**config.mk**
```make
export PLATFORM = sky130hd
export DESIGN_NAME = sr_pulse_driver
export DESIGN_NICKNAME = d
export VERILOG_FILES = /design/src/rtl/sr_pulse_driver.sv
export SDC_FILE = /design/constraint.sdc
export NUM_CORES = 1
export LEC_CHECK = 0
export CORE_AREA = 3 3 40 42
export DETAILED_ROUTE_END_ITERATION = 10
export DIE_AREA = 0 0 43 45
export PLACE_DENSITY = 0.76
export SKIP_LAST_GASP = 1
export SLEW_MARGIN = 10
export SYNTH_ARGS = -nofsm -noshare
export SYNTH_HDL_FRONTEND = slang
export SYNTH_SLANG_ARGS = --single-unit
```
**constraint.sdc**
```tcl
create_clock -name clk -period 2.13 [get_ports clk]
set_clock_uncertainty 0.05 [all_clocks]
set_input_delay 0.213 -clock clk [delete_from_list [all_inputs] [get_ports clk]]
set_output_delay 0.213 -clock clk [all_outputs]
set_load 0.01 [all_outputs]
```
**src/rtl/sr_pulse_driver.sv**
```systemverilog
// Converts level requests into set/reset pulses of PULSE_W cycles followed by a GAP_W quiet gap.
// Optional q_fb check against the commanded level is enabled by defining SR_FEEDBACK_CHECK_EN.
module sr_pulse_driver #(
  parameter int PULSE_W = 2,
  parameter int GAP_W   = 1
) (
  input  logic clk,
  input  logic rst,
  input  logic req_valid,
  input  logic req_val,
  output logic req_ready,
  output logic s,
  output logic r,
  input  logic q_fb,
  output logic busy,
  output logic q_track,
  output logic err
);

  localparam int CNT_MAX = (PULSE_W > GAP_W) ? PULSE_W : GAP_W;
  localparam int CNT_W   = $clog2(CNT_MAX + 1);
  localparam logic [CNT_W-1:0] PULSE_LD = CNT_W'(PULSE_W - 1);
  localparam logic [CNT_W-1:0] GAP_LD   = (GAP_W > 0) ? CNT_W'(GAP_W - 1) : '0;

  typedef enum logic [1:0] {
    IDLE  = 2'd0,
    PULSE = 2'd1,
    GAP   = 2'd2
  } state_t;

  state_t           state_r;
  logic [CNT_W-1:0] cnt_r;

  // Main FSM; every output is a register so s and r can never glitch high together.
  always_ff @(posedge clk or posedge rst) begin
    if (rst) begin
      state_r   <= IDLE;
      cnt_r     <= '0;
      s         <= 1'b0;
      r         <= 1'b0;
      req_ready <= 1'b1;
      busy      <= 1'b0;
      q_track   <= 1'b0;
    end else begin
      case (state_r)
        IDLE: begin
          if (req_valid && req_ready && (req_val != q_track)) begin
            state_r   <= PULSE;
            cnt_r     <= PULSE_LD;
            q_track   <= req_val;
            s         <= req_val;
            r         <= ~req_val;
            req_ready <= 1'b0;
            busy      <= 1'b1;
          end
        end
        PULSE: begin
          if (cnt_r == '0) begin
            s <= 1'b0;
            r <= 1'b0;
            if (GAP_W == 0) begin
              state_r   <= IDLE;
              req_ready <= 1'b1;
              busy      <= 1'b0;
            end else begin
              state_r <= GAP;
              cnt_r   <= GAP_LD;
            end
          end else begin
            cnt_r <= cnt_r - CNT_W'(1);
          end
        end
        GAP: begin
          if (cnt_r == '0) begin
            state_r   <= IDLE;
            req_ready <= 1'b1;
            busy      <= 1'b0;
          end else begin
            cnt_r <= cnt_r - CNT_W'(1);
          end
        end
        default: begin
          state_r   <= IDLE;
          cnt_r     <= '0;
          s         <= 1'b0;
          r         <= 1'b0;
          req_ready <= 1'b1;
          busy      <= 1'b0;
        end
      endcase
    end
  end

`ifdef SR_FEEDBACK_CHECK_EN
  logic pend_r;

  // One edge after a pulse ends the latch must already show the commanded level.
  always_ff @(posedge clk or posedge rst) begin
    if (rst) begin
      pend_r <= 1'b0;
      err    <= 1'b0;
    end else begin
      pend_r <= (state_r == PULSE) && (cnt_r == '0);
      if (pend_r && (q_fb != q_track)) begin
        err <= 1'b1;
      end
    end
  end
`else
  logic unused_q_fb;
  assign unused_q_fb = q_fb;

  // Feedback checking disabled: err is a constant-zero register.
  always_ff @(posedge clk or posedge rst) begin
    if (rst) begin
      err <= 1'b0;
    end else begin
      err <= 1'b0;
    end
  end
`endif

endmodule
```
# Yosys cells after proc, flatten, opt, wreduce, memory -nomap -nowiden
# Cells that the tools add are included.
# W data, S select, Z words.
# classes
addsub	1
n_eq_ne	7
n_mux	17
n_bitwise	3
n_reduce_logical	9
# ops
operator	n
$pmux W1 S3	4
$pmux W2 S3	2
$mux W2	5
$reduce_and A3 Y1	3
$ne A2 B2 Y1 const B	4
$mux W1	6
$logic_not A2 Y1	2
$reduce_and A2 Y1	2
$not A1 Y1	3
$eq A2 B1 Y1 const B	1
$eq A2 B2 Y1 const B	1
$logic_and A1 B1 Y1	2
$sub A2 B1 Y2 const B	1
$ne A1 B1 Y1	1
# totals
regBits	9
in_bits	5
word_cells	44

# Logic depth before layout (Yosys ltp)
# Gate-level depths: netlist of run 1.
# depth
word_depth	4
ltp_mapped	5
depth_no_buf	5

# Least setup slack after synthesis of run 1
# Ideal clock, no wire load.
# synth_path
kind	reg2reg
startpoint	register cnt_r[0]
endpoint	register cnt_r[1]
arrival_ns	1.363
required_time_ns	1.952
setup_slack_ns	0.589
path_stages_with_launch	6
period_less_slack_ns	1.541
cell_sequence	dfrtp_1 > inv_1 > ha_1 > nor2b_1 > a311oi_1 > mux2_1
# synth_via
elab_chain_len	3
# synth_lines
item	line_no	rtl
from (decl)	32	logic [CNT_W-1:0] cnt_r;
from (signal assigned)	70	cnt_r <= cnt_r - CNT_W'(1);
from (signal assigned)	79	cnt_r <= cnt_r - CNT_W'(1);
$sub A2 B1 Y2 / $logic_not A2 Y1 (equally long branches)	n/a	
$mux W2, or another cell as far along	74	if (cnt_r == '0) begin
$pmux W2 S3 / $reduce_and A2 Y1 (equally long branches)	n/a	
# Several ways; a longest one is shown, not always the timed one. The select of a mux whose other input is x is not followed.
# A chain may end at the register's enable or synchronous reset.

# Final worst setup path of run 1
# Ends and elaborated chain as after synthesis.

==> results of run 1 <==
## cell families (layout without fill, tap and decap cells)
kind of cell,after synthesis,in the layout,share of synthesized area
other,1,1,0.00691
xor gates and xnor gates,1,1,0.0300
and+or+nand+nor,19,19,0.189
DFF,9,9,0.417
buffers and inverters,7,16,0.0599
AOI/OAI and AO/OA,14,14,0.187
muxes,2,2,0.0415
adders and majority gates,3,3,0.0691
## cells in the mapped netlist, drive strengths merged, types with 2 or more instances
cell,instances,area [um^2]
ha,3,37.5
mux2,2,22.5
o21ai,3,15.0
nand2,9,33.8
dfrtp,8,200
nor2,2,7.51
inv,4,15.0
buf,3,17.5
nor2b,2,12.5
## metal layers
metal | track usage | vias up | wire length (um) | share of wire
met5 | 0 | - | 0 | 0
met4 | 0.0361 | 0 | 0 | 0
met1 | 0.155 | 205 | 500 | 0.50
met3 | 0.0279 | 0 | 28 | 0.028
li1 | - | 212 | - | -
met2 | 0.189 | 6 | 468 | 0.47
## worst max-delay path by stage
stage                          from                    to  slack (ns)  depth (start not counted)
6_report       cnt_r[0]$_DFFE_PP0P_  cnt_r[1]$_DFFE_PP0P_        0.41                          5
5_1_grt        cnt_r[0]$_DFFE_PP0P_  cnt_r[1]$_DFFE_PP0P_        0.27                          5
4_1_cts        cnt_r[0]$_DFFE_PP0P_  cnt_r[1]$_DFFE_PP0P_        0.39                          5
3_5_place_dp                req_val  cnt_r[1]$_DFFE_PP0P_        0.37                          4
3_3_place_gp                req_val  cnt_r[1]$_DFFE_PP0P_        0.40                          4
2_1_floorplan  cnt_r[0]$_DFFE_PP0P_  cnt_r[1]$_DFFE_PP0P_        0.59                          5
## report_power, final
group / switching, mW / internal (mW) / total (mW)
clock: 0.0645 / 0.0692 / 0.134
sequential: 0.0488 / 0.214 / 0.262
combinational: 0.111 / 0.114 / 0.224
## through the flow
step / power [mW] / hold WS [ns] / cells / worst slack (ns) / utilization
2_1_floorplan: 0.405 / -0.00980 / 56 / 0.589 / -
3_3_place_gp: 0.483 / 0.416 / 76 / 0.398 / 0.486
3_5_place_dp: 0.494 / 0.432 / 76 / 0.372 / 0.486
4_1_cts: 0.628 / 0.165 / 80 / 0.394 / 0.507
5_1_grt: 0.675 / 0.178 / 80 / 0.268 / 0.507
6_report: 0.620 / 0.155 / 80 / 0.412 / 0.507
## layout make-up
class	count	area (um^2)	share of cell area
flip-flops and latches	9	226	0.347
multi-input cells	40	284	0.436
clock buffers	3	22.5	0.0345
well taps	15	18.8	0.0288
repair buffers	8	80.1	0.123
inverters	4	15.0	0.0230
clock inverters	1	5.00	0.00768
## flip-flops by register name, indices dropped and copies added (netlist names)
name	count
q_track	1
s	1
r	1
state_r	2
cnt_r	2
req_ready	1
busy	1
## critical path, cell delays in order (launching register included)
cell and delay (ns):
dfrtp_1 0.42, inv_1 0.09, ha_1 0.30, nor2b_1 0.13
a311oi_1 0.29, mux2_1 0.34
==> results.md, run 1 <==
- CP arrival: 1.82 ns
- CTS sink count: 9
- Main synth FF type: dfrtp_1
- Layout net count: 74
- Initial DRC count: 9
- VDD IR max: 406 uV
- Layout area overhead: 20.0%
- Post-synth EDFFs: 0
- Reg clk slew, reported paths: 0.07 ns
- Register area share after synthesis: 0.417
- Initial antenna violation count: 0
- CORE AREA: 0.00128 mm^2
- Period utilization: 0.807
- Hold Path Class: in -> async
- Critical Path Fanout Max: 7
- Pre-antenna DRT Iters: 4
- IO Pins: 11
- Clk root buf: clkbuf_4
- Total grt overflow: 0
- PwrDens: 952 mW/mm^2
- Via density: 5.29
- Design area: 652 um^2
- DIE AREA: 0.00194 mm^2
- Detailed placement HPWL: 734 um
- Outcome: finished clean
- Crit Reg-Reg Startpoint: cnt_r[0]$_DFFE_PP0P_
- Yosys cell types: 32
- Setup repair bufs after CTS: 0
- Fillers: 130
- Post-cts resize count: 0
- Fmax: 0.582 GHz
- Final Hold Viols: 0
- Worst skew pair latency: 0.26 ns
- Vias in the first global route: 395
- Die Wd: 43 um
- Ys async rst share: 1.00
- RSZ-0062 raised after global routing: no
- Largest net degree at the start of global routing: 13
- Die Y: 45 um
- Critical path endpoint category: flop
- Commonest cells after routing, fill and taps aside: nand2_1, dfrtp_1, clkdlybuf4s50_1
- Crit path time final: 1.72 ns
- CTS Hold Bufs: 0
- LEAKAGE: 0.296 nW
- Crit path kind: reg -> reg
- Mapped cell area: 543 um^2
- DRC viols: 0
- Antenna Cells: 0
- Critical Path Start Type: flop
- WL/cell: 12.5 um
- Share of post-route cells with drive strength above 1: 0.108
- Synth Warn #: 0
- Mapped Cells: 56
- Max-Cap Viols: 0
- Clock Path Buffers: 2
- Syn Area/Cell: 9.70 um^2
- Worst Reg-to-Reg Cells: 5
- PortBufs: 8
- First-pass GRT wire length: 1730 um
- Fin. max-slew vios: 0
- Final WL: 997 um
- Critical Path RT: 2.23 ns
- Total GRT Usage: 0.116
- H-tree Lvls: 1
- Post-route ant nets: 0
- Dpl cell area: 624 um^2
- CTS tree: done
- R2r endpoint: cnt_r[1]$_DFFE_PP0P_
- Setup TNS: 0 ns
- Setup violations, final: 0
- Post-Syn Nets: 64
- Commonest non-fill, non-tap cell in the layout: nand2_1
- Initial Utilization: 0.423
- Vias: 423
- GPL Wtd Cong: 0.707
- Cts bufs inserted: 3
- R2R setup slack: 0.41 ns
- FP Rows: 13
- Number of synthesized register bits: 9
Note: power is estimated with default switching activity, not from simulation.
==> inputs of run 2 (changes only) <==
--- a/config.mk
+++ b/config.mk
@@ -8,7 +8,7 @@
 export CORE_AREA = 3 3 40 42
 export DETAILED_ROUTE_END_ITERATION = 10
 export DIE_AREA = 0 0 43 45
-export PLACE_DENSITY = 0.76
+export PLACE_DENSITY = 0.78
 export SKIP_LAST_GASP = 1
 export SLEW_MARGIN = 10
 export SYNTH_ARGS = -nofsm -noshare
==> constraint.sdc (replaced) <==
create_clock -name clk -period 1.5 [get_ports clk]
set_clock_uncertainty 0.05 [all_clocks]
set_input_delay 0.15 -clock clk [delete_from_list [all_inputs] [get_ports clk]]
set_output_delay 0.15 -clock clk [all_outputs]
set_load 0.01 [all_outputs]
==> results.md, run 2 (synthesis results as in run 1) <==
- Commonest cells after routing, fill and taps aside: buf_4, nand2_1, dfrtp_1
- First-pass GRT wire length: 1940 um
- Initial antenna violation count: 0
- Worst Reg-to-Reg Cells: 4
- FF+latch area: 228 um^2
- Clock Path Buffers: 2
- Critical Path Start Type: flop
- R2r endpoint: cnt_r[1]$_DFFE_PP0P_
- PwrDens: 1370 mW/mm^2
- Non-Filler Instances: 92
- Max-Cap Viols: 0
- Layout net count: 86
- FP Rows: 13
- Crit path kind: reg -> reg
- Setup violations, final: 0
- Vias in the first global route: 471
- Pre-antenna DRT Iters: 4
- Largest net degree at the start of global routing: 13
- Total GRT Usage: 0.138
- Top flop regs: cnt_r: 2 flops, state_r: 2 flops
- Final WL: 1220 um
- Design area: 767 um^2
- Critical Path Fanout Max: 2
- Share of post-route cells with drive strength above 1: 0.299
- Crit Reg-Reg Startpoint: q_track$_DFFE_PP0P_
- Setup TNS: 0 ns
- PortBufs: 8
- Total grt overflow: 0
- DIE AREA: 0.00194 mm^2
- Commonest non-fill, non-tap cell in the layout: buf_4
- CTS sink count: 9
- Fillers: 120
- CORE AREA: 0.00128 mm^2
- RSZ-0062 raised after global routing: yes
- Die Wd: 43 um
- DRC viols: 0
- Reg clk slew, reported paths: 0.06 ns
- Layout area overhead: 41.2%
- Area of the multi-input gates: 307 um^2
- Initial Utilization: 0.423
- CTS tree: done
- IO Pins: 11
- LEAKAGE: 0.376 nW
- Final Hold Viols: 0
- Cts bufs inserted: 3
- Crit path time final: 1.46 ns
- Hold Path Class: in -> async
- Vias: 477
- Dpl cell area: 704 um^2
- Critical path endpoint category: flop
- WL/cell: 13.3 um
- Via density: 5.18
- Post-route ant nets: 0
- Clk root buf: clkbuf_4
- Critical Path RT: 1.59 ns
- DP Cell Count: 85
- Worst skew pair latency: 0.26 ns
- H-tree Lvls: 1
- CP arrival: 1.56 ns
- Outcome: finished clean
- VDD IR max: 911 uV
- GPL Wtd Cong: 0.729
- Die Y: 45 um
- Period utilization: 0.976
- Fin. max-slew vios: 0
- Fmax: 0.683 GHz
- Detailed placement HPWL: 889 um
- Initial DRC count: 7
- Antenna Cells: 0
- R2R setup slack: 0.04 ns
- CTS Hold Bufs: 0
- Overall power: 1.05 mW
[run 2: layout make-up]
cell class | instances | area share
inverters | 4 | 0.0196
multi-input cells | 40 | 0.400
clock inverters | 1 | 0.00653
well taps | 15 | 0.0245
flip-flops and latches | 9 | 0.297
clock buffers | 3 | 0.0294
repair buffers | 20 | 0.223
[run 2: where the power goes]
| group | leakage (nW) | total, mW | internal, mW | switching (mW) |
|---|---|---|---|---|
| clock | 0.0177 | 0.183 | 0.0983 | 0.0849 |
| sequential | 0.104 | 0.340 | 0.304 | 0.0366 |
| combinational | 0.254 | 0.530 | 0.281 | 0.249 |
[run 2: what timing repair did]
item | 4_1_cts | 5_1_grt
pin swaps | 0 | 2
resized for setup | 1 | 4
cloned | 0 | 0
setup buffers | 1 | 2
endpoints found under the setup margin | 2 | 4
[run 2: worst max path at each step]
stage / start / to / slack, ns / cells past startpoint
after CTS: q_track$_DFFE_PP0P_ / cnt_r[1]$_DFFE_PP0P_ / 0.004 / 4
after global routing: cnt_r[1]$_DFFE_PP0P_ / cnt_r[0]$_DFFE_PP0P_ / -0.03 / 6
after global placement: req_val / cnt_r[1]$_DFFE_PP0P_ / -0.08 / 4
final: q_track$_DFFE_PP0P_ / cnt_r[1]$_DFFE_PP0P_ / 0.04 / 4
after detailed placement: req_val / cnt_r[1]$_DFFE_PP0P_ / -0.10 / 4
after floorplan: cnt_r[0]$_DFFE_PP0P_ / cnt_r[1]$_DFFE_PP0P_ / 0.04 / 5
[run 2: layer usage]
layer  share of wire  global-route usage
met5               0                   0
met4           0.011              0.0723
met3           0.028              0.0239
met2            0.56               0.257
met1            0.40               0.149
[run 2: critical path, stage by stage, from the launching register on]
cell and delay, ns:
dfrtp_1 0.38, buf_4 0.14, xor2_2 0.18, a311oi_2 0.25, mux2_1 0.34
[run 2: per-stage QoR]
step,setup WS (ns),util,hold slack (ns)
4_1_cts,0.00405,0.574,0.102
5_1_grt,-0.0260,0.597,0.102
6_report,0.0366,0.597,0.0986
3_3_place_gp,-0.0803,0.548,0.378
3_5_place_dp,-0.104,0.548,0.381
2_1_floorplan,0.0352,-,-0.0728
==> inputs of run 3 (changes only) <==
--- a/config.mk
+++ b/config.mk
@@ -5,6 +5,7 @@
 export SDC_FILE = /design/constraint.sdc
 export NUM_CORES = 1
 export LEC_CHECK = 0
+export ABC_AREA = 0
 export CORE_AREA = 3 3 40 42
 export DETAILED_ROUTE_END_ITERATION = 10
 export DIE_AREA = 0 0 43 45
==> results of run 3 <==
Same layout as run 2: the final DEF is identical, and so are final timing and power.
